`config.mk`:
```
export PLATFORM = sky130hd
export DESIGN_NAME = jedro_1_lsu
export DESIGN_NICKNAME = d
export VERILOG_FILES = /design/src/rtl/jedro_1_lsu.sv
export SDC_FILE = /design/constraint.sdc
export NUM_CORES = 1
export LEC_CHECK = 0
export ABC_AREA = 1
export CAP_MARGIN = 10
export CORE_UTILIZATION = 40
export CTS_CLUSTER_DIAMETER = 30
export DETAILED_ROUTE_END_ITERATION = 6
export PLACE_DENSITY = 0.95
export SYNTH_ARGS = -nofsm -noshare
export SYNTH_HDL_FRONTEND = slang
export SYNTH_SLANG_ARGS = --single-unit
```
`constraint.sdc`:
```
create_clock -name clk_i -period 5.7 [get_ports clk_i]
set_clock_uncertainty 0.05 [all_clocks]
set_input_delay 1.425 -clock clk_i [delete_from_list [all_inputs] [get_ports clk_i]]
set_output_delay 1.425 -clock clk_i [all_outputs]
set_load 0.01 [all_outputs]
```
`src/rtl/jedro_1_lsu.sv`:
```
// jedro_1 load/store unit: one outstanding access, byte-lane store strobes, aligned/extended load return.
// Optional: define JEDRO_1_LSU_ERR_ADDR_EN to add err_addr_o capturing the last misaligned address.
module jedro_1_lsu #(
  parameter int DATA_WIDTH     = 32,
  parameter int ADDR_WIDTH     = 32,
  parameter int REG_ADDR_WIDTH = 5
) (
  input  logic                      clk_i,
  input  logic                      rst_i,
  input  logic                      ctrl_valid_i,
  input  logic                      ctrl_we_i,
  input  logic [1:0]                ctrl_size_i,
  input  logic                      ctrl_unsigned_i,
  input  logic [ADDR_WIDTH-1:0]     addr_i,
  input  logic [DATA_WIDTH-1:0]     wdata_i,
  input  logic [REG_ADDR_WIDTH-1:0] regdest_i,
  output logic                      ready_o,
  output logic [DATA_WIDTH-1:0]     rdata_o,
  output logic                      rdata_valid_o,
  output logic [REG_ADDR_WIDTH-1:0] regdest_o,
  output logic                      misaligned_load_o,
  output logic                      misaligned_store_o,
  output logic                      mem_en_o,
  output logic [DATA_WIDTH/8-1:0]   mem_we_o,
  output logic [ADDR_WIDTH-1:0]     mem_addr_o,
  output logic [DATA_WIDTH-1:0]     mem_wdata_o,
  input  logic [DATA_WIDTH-1:0]     mem_rdata_i
`ifdef JEDRO_1_LSU_ERR_ADDR_EN
  ,
  output logic [ADDR_WIDTH-1:0]     err_addr_o
`endif
);

  typedef enum logic [1:0] {IDLE, LOAD_WAIT, LOAD_RESP} state_t;

  state_t                      r_state, w_next;
  logic                        w_aligned, w_accept, w_load_go;
  logic [1:0]                  r_off, r_size;
  logic                        r_uns;
  logic [REG_ADDR_WIDTH-1:0]   r_rd, r_regdest;
  logic [DATA_WIDTH-1:0]       r_rdata, w_shifted, w_ext;
  logic                        r_rvalid, r_mis_load, r_mis_store;

  always_comb begin
    case (ctrl_size_i)
      2'b00:   w_aligned = 1'b1;
      2'b01:   w_aligned = ~addr_i[0];
      default: w_aligned = (addr_i[1:0] == 2'b00);
    endcase
  end

  assign ready_o    = (r_state == IDLE) && !rst_i;
  assign w_accept   = ctrl_valid_i && ready_o;
  assign mem_en_o   = w_accept && w_aligned;
  assign w_load_go  = mem_en_o && !ctrl_we_i;
  assign mem_addr_o = {addr_i[ADDR_WIDTH-1:2], 2'b00};

  always_comb begin
    mem_we_o    = '0;
    mem_wdata_o = '0;
    if (mem_en_o && ctrl_we_i) begin
      case (ctrl_size_i)
        2'b00: begin
          mem_we_o    = 4'b0001 << addr_i[1:0];
          mem_wdata_o = {4{wdata_i[7:0]}};
        end
        2'b01: begin
          mem_we_o    = 4'b0011 << {addr_i[1], 1'b0};
          mem_wdata_o = {2{wdata_i[15:0]}};
        end
        default: begin
          mem_we_o    = 4'b1111;
          mem_wdata_o = wdata_i;
        end
      endcase
    end
  end

  always_comb begin
    w_next = r_state;
    case (r_state)
      IDLE:      if (w_load_go) w_next = LOAD_WAIT;
      LOAD_WAIT: w_next = LOAD_RESP;
      LOAD_RESP: w_next = IDLE;
      default:   w_next = IDLE;
    endcase
  end

  always_ff @(posedge clk_i) begin
    if (rst_i) r_state <= IDLE;
    else       r_state <= w_next;
  end

  // Half-word offsets are always 0 or 2, so one shift serves both byte and half selection.
  assign w_shifted = mem_rdata_i >> {r_off, 3'b000};

  always_comb begin
    case (r_size)
      2'b00:   w_ext = {{24{~r_uns & w_shifted[7]}}, w_shifted[7:0]};
      2'b01:   w_ext = {{16{~r_uns & w_shifted[15]}}, w_shifted[15:0]};
      default: w_ext = mem_rdata_i;
    endcase
  end

  always_ff @(posedge clk_i) begin
    if (rst_i) begin
      r_off       <= '0;
      r_size      <= '0;
      r_uns       <= 1'b0;
      r_rd        <= '0;
      r_rdata     <= '0;
      r_regdest   <= '0;
      r_rvalid    <= 1'b0;
      r_mis_load  <= 1'b0;
      r_mis_store <= 1'b0;
    end else begin
      r_mis_load  <= w_accept && !w_aligned && !ctrl_we_i;
      r_mis_store <= w_accept && !w_aligned && ctrl_we_i;
      r_rvalid    <= (r_state == LOAD_WAIT);
      if (w_load_go) begin
        r_off  <= addr_i[1:0];
        r_size <= ctrl_size_i;
        r_uns  <= ctrl_unsigned_i;
        r_rd   <= regdest_i;
      end
      if (r_state == LOAD_WAIT) begin
        r_rdata   <= w_ext;
        r_regdest <= r_rd;
      end
    end
  end

`ifdef JEDRO_1_LSU_ERR_ADDR_EN
  logic [ADDR_WIDTH-1:0] r_err_addr;
  always_ff @(posedge clk_i) begin
    if (rst_i)                       r_err_addr <= '0;
    else if (w_accept && !w_aligned) r_err_addr <= addr_i;
  end
  assign err_addr_o = r_err_addr;
`endif

  assign rdata_o            = r_rdata;
  assign rdata_valid_o      = r_rvalid;
  assign regdest_o          = r_regdest;
  assign misaligned_load_o  = r_mis_load;
  assign misaligned_store_o = r_mis_store;

endmodule

```
==> results of run 1 <==
[report_power, final]
part           internal, mW  switching (mW)  total, mW  leakage (nW)
Clock                0.0904           0.132      0.222        0.0463
Sequential            0.377          0.0106      0.388         0.423
Combinational         0.109           0.112      0.222          1.78
Total                 0.577           0.255      0.832          2.25
[cell families after synthesis]
kind of cell	after synthesis	share of synthesized area [%]
flops	52	30.0
compound gates	113	16.6
simple gates	269	33.1
buf+inv	136	20.1
other cells	1	0.108
[sequential cells by signal, indices dropped and copies added (netlist names)]
name / count
r_state: 2
rdata_o: 32
r_uns: 1
r_size: 2
r_off: 2
rdata_valid_o: 1
r_rd: 5
misaligned_load_o: 1
regdest_o: 5
misaligned_store_o: 1
[through the flow]
step / worst slack [ns] / cell area, um2 / hold WS (ns) / instances / power [mW]
floorplan: 1.84 / 3470 / 0.380 / 572 / 0.526
global placement: 0.639 / 4760 / 0.393 / 773 / 0.611
detailed placement: 0.534 / 4760 / 0.401 / 773 / 0.615
CTS: 0.531 / 4860 / 0.415 / 781 / 0.838
global route: 0.366 / 4860 / 0.444 / 781 / 0.879
finish: 0.531 / 4860 / 0.412 / 781 / 0.832
[area by class of cell]
type / instances / area share [%]
tap: 105 / 2.70
clock buffer: 5 / 1.42
clock inverter: 3 / 0.566
multi-input combinational: 384 / 35.7
timing repair buffer: 159 / 32.5
inverter: 73 / 5.69
sequential: 52 / 21.4
[layer usage]
metal	routed length, um	vias up	global-route usage [%]
li1	-	1950	-
met1	4380	1732	29.5
met2	5070	216	40.6
met3	1240	23	8.21
met4	208	0	8.33
met5	0	-	0
[worst paths after layout]
kind                                startpoint         endpoint  cells past startpoint
worst max-delay path            ctrl_size_i[1]  mem_wdata_o[31]                      9
worst min-delay path                   r_rd[4]     regdest_o[4]                      2
worst max register to register      r_state[0]      rdata_o[11]                      6
worst min register to register         r_rd[4]     regdest_o[4]                      2
[layout by cell type, fill, tap and decap left out, types with 2 or more instances in the layout]
master,instances
inv_1,66
conb_1,2
clkdlybuf4s50_1,155
o22ai_1,7
dfxtp_1,52
nor2_2,20
nand3_2,2
o21ai_0,42
nand3_1,36
inv_2,6
nor2_1,89
clkbuf_8,5
nor2_4,2
nand2_1,117
o21ai_1,5
buf_4,4
a21oi_1,58
nand2_2,2
[worst register-to-register path, cell delays in order (launching register included)]
cell and delay (ns):
dfxtp_1 0.40, nand2_1 0.37, inv_1 0.54, buf_4 0.43, o21ai_0 0.16, a21oi_1 0.18, a21oi_1 0.08
==> results.py, run 1 <==
metrics = {
    "outcome": {
        "outcome": "finished clean",
    },
    "timing": {
        "rsz0062_at_grt": "no",
        "fmaxAchievable_mhz": 193,
        "slew_headroom_pct": 48.8,
        "maxSlewViolCount": 0,
        "fin_crit_sh_pct": 90.7,
        "period_needed_ns": 5.17,
        "tns_ns": 0,
        "finalSetupViolations": 0,
        "worst_slew_pin_slew_ns": 0.765,
        "hold_violations": 0,
    },
    "clock_network": {
        "numCtsBuffers": 5,
        "path_clk_slew_ns": 0.09,
        "clk_latency_ns": 0.31,
        "cts_hold_buf": 0,
        "clk_path_buf_depth": 2,
        "cts_max_level": 2,
        "cts_tree": "yes",
        "cts-resized-gates": 0,
        "clock-sinks": 52,
        "cts-root-buf": "clkbuf_8",
        "post_cts_buffers": 0,
    },
    "final_layout": {
        "area_growth_pct": 40.1,
        "antenna_cells": 0,
        "final_util_pct": 58.6,
        "drive_above_1_share_pct": 6.80,
        "seqCellArea_mm2": 0.00104,
        "nFillCells": 748,
        "nets": 783,
        "multi_input_area_mm2": 0.00173,
    },
    "global_routing": {
        "grt_pass1_wl_um": 17400,
        "grt_max_degree": 42,
        "globalRoute.totalOverflow": 0,
        "track_usage_pct": 24.5,
        "grt_antenna_before_repair": 0,
        "grt_pass1_vias": 3778,
    },
    "floorplan": {
        "die-area_mm2": 0.00905,
        "io_pins": 218,
        "dieWidth_um": 95.1,
        "die_height_um": 95.1,
        "start_util_pct": 41.8,
        "core-area_mm2": 0.00830,
        "core.rowCount": 33,
    },
    "detailed_routing": {
        "route.detailed.drc": 0,
        "wl_per_cell_um": 14.0,
        "via_count": 3921,
        "antenna_left": 0,
        "postRouteWirelength_um": 10900,
        "first_iter_violations": 300,
        "vias_per_cell": 5.02,
        "drtPass1Iterations": 6,
    },
    "setup_path": {
        "path_buf_inv": 4,
        "path_class": "input port to output port",
        "cp-end-kind": "output port",
        "worstPathCellList": "clkdlybuf4s50_1, inv_2, nand2_1, nand2_1, nand2_2, nor2_4, inv_2, nor2_1, clkdlybuf4s50_1",
        "crit_fanout": 22,
        "cp_slowest_cell": "clkdlybuf4s50_1",
        "reg2reg_slack_ns": 3.36,
        "crit_path_start_kind": "input port",
        "cp.arrival_ns": 3.69,
        "critPathTopFamily": "buffers and inverters",
        "required_ns": 4.22,
        "slowest_delay_ns": 0.57,
    },
    "placement": {
        "gp_congestion": 0.898,
        "dp_hpwl_um": 8270,
        "port_buffers": 155,
    },
    "synthesis": {
        "synth.yosys.seq_area_share_pct": 30.0,
        "yosysUniqueCellTypes": 23,
        "ys.flop_type": "dfxtp_1",
        "netlist_top_cells_count": "nand2_1 (117), nor2_1 (89), inv_1 (66), a21oi_1 (58), dfxtp_1 (52)",
        "synth_top_area_cell": "dfxtp_1",
        "yosysMostFrequentCell": "nand2_1",
        "synth_edf_count": 0,
        "netlist_area_mm2": 0.00347,
        "async_reset_ff_share_pct": 0,
        "synth_top_area_share_pct": 30.0,
        "yosysWarnings": 0,
        "syn_avg_cell_area_um2": 6.08,
        "synthCells": 571,
        "synth_area_leaders": "dfxtp_1 (30%), nand2_1 (13%), nor2_1 (9.6%), a21oi_1 (8.4%), buf_4 (7.6%)",
        "ys_ff_latch": 52,
    },
    "power_and_ir_drop": {
        "power_density_mw_per_mm2": 171,
        "vdd_ir_drop_max_uv": 130,
        "leakage_nw": 2.25,
    },
    "run": {
        "cap_violations": 0,
    },
    "min_path": {
        "hold_path.class": "register to register",
    },
}
No activity file was read; power rests on OpenSTA's default activity.
==> run 2: changes to the inputs <==
SLEW_MARGIN = 20   (was default)
==> results of run 2 <==
Same layout as run 1: the final DEF is identical, and so are final timing and power.
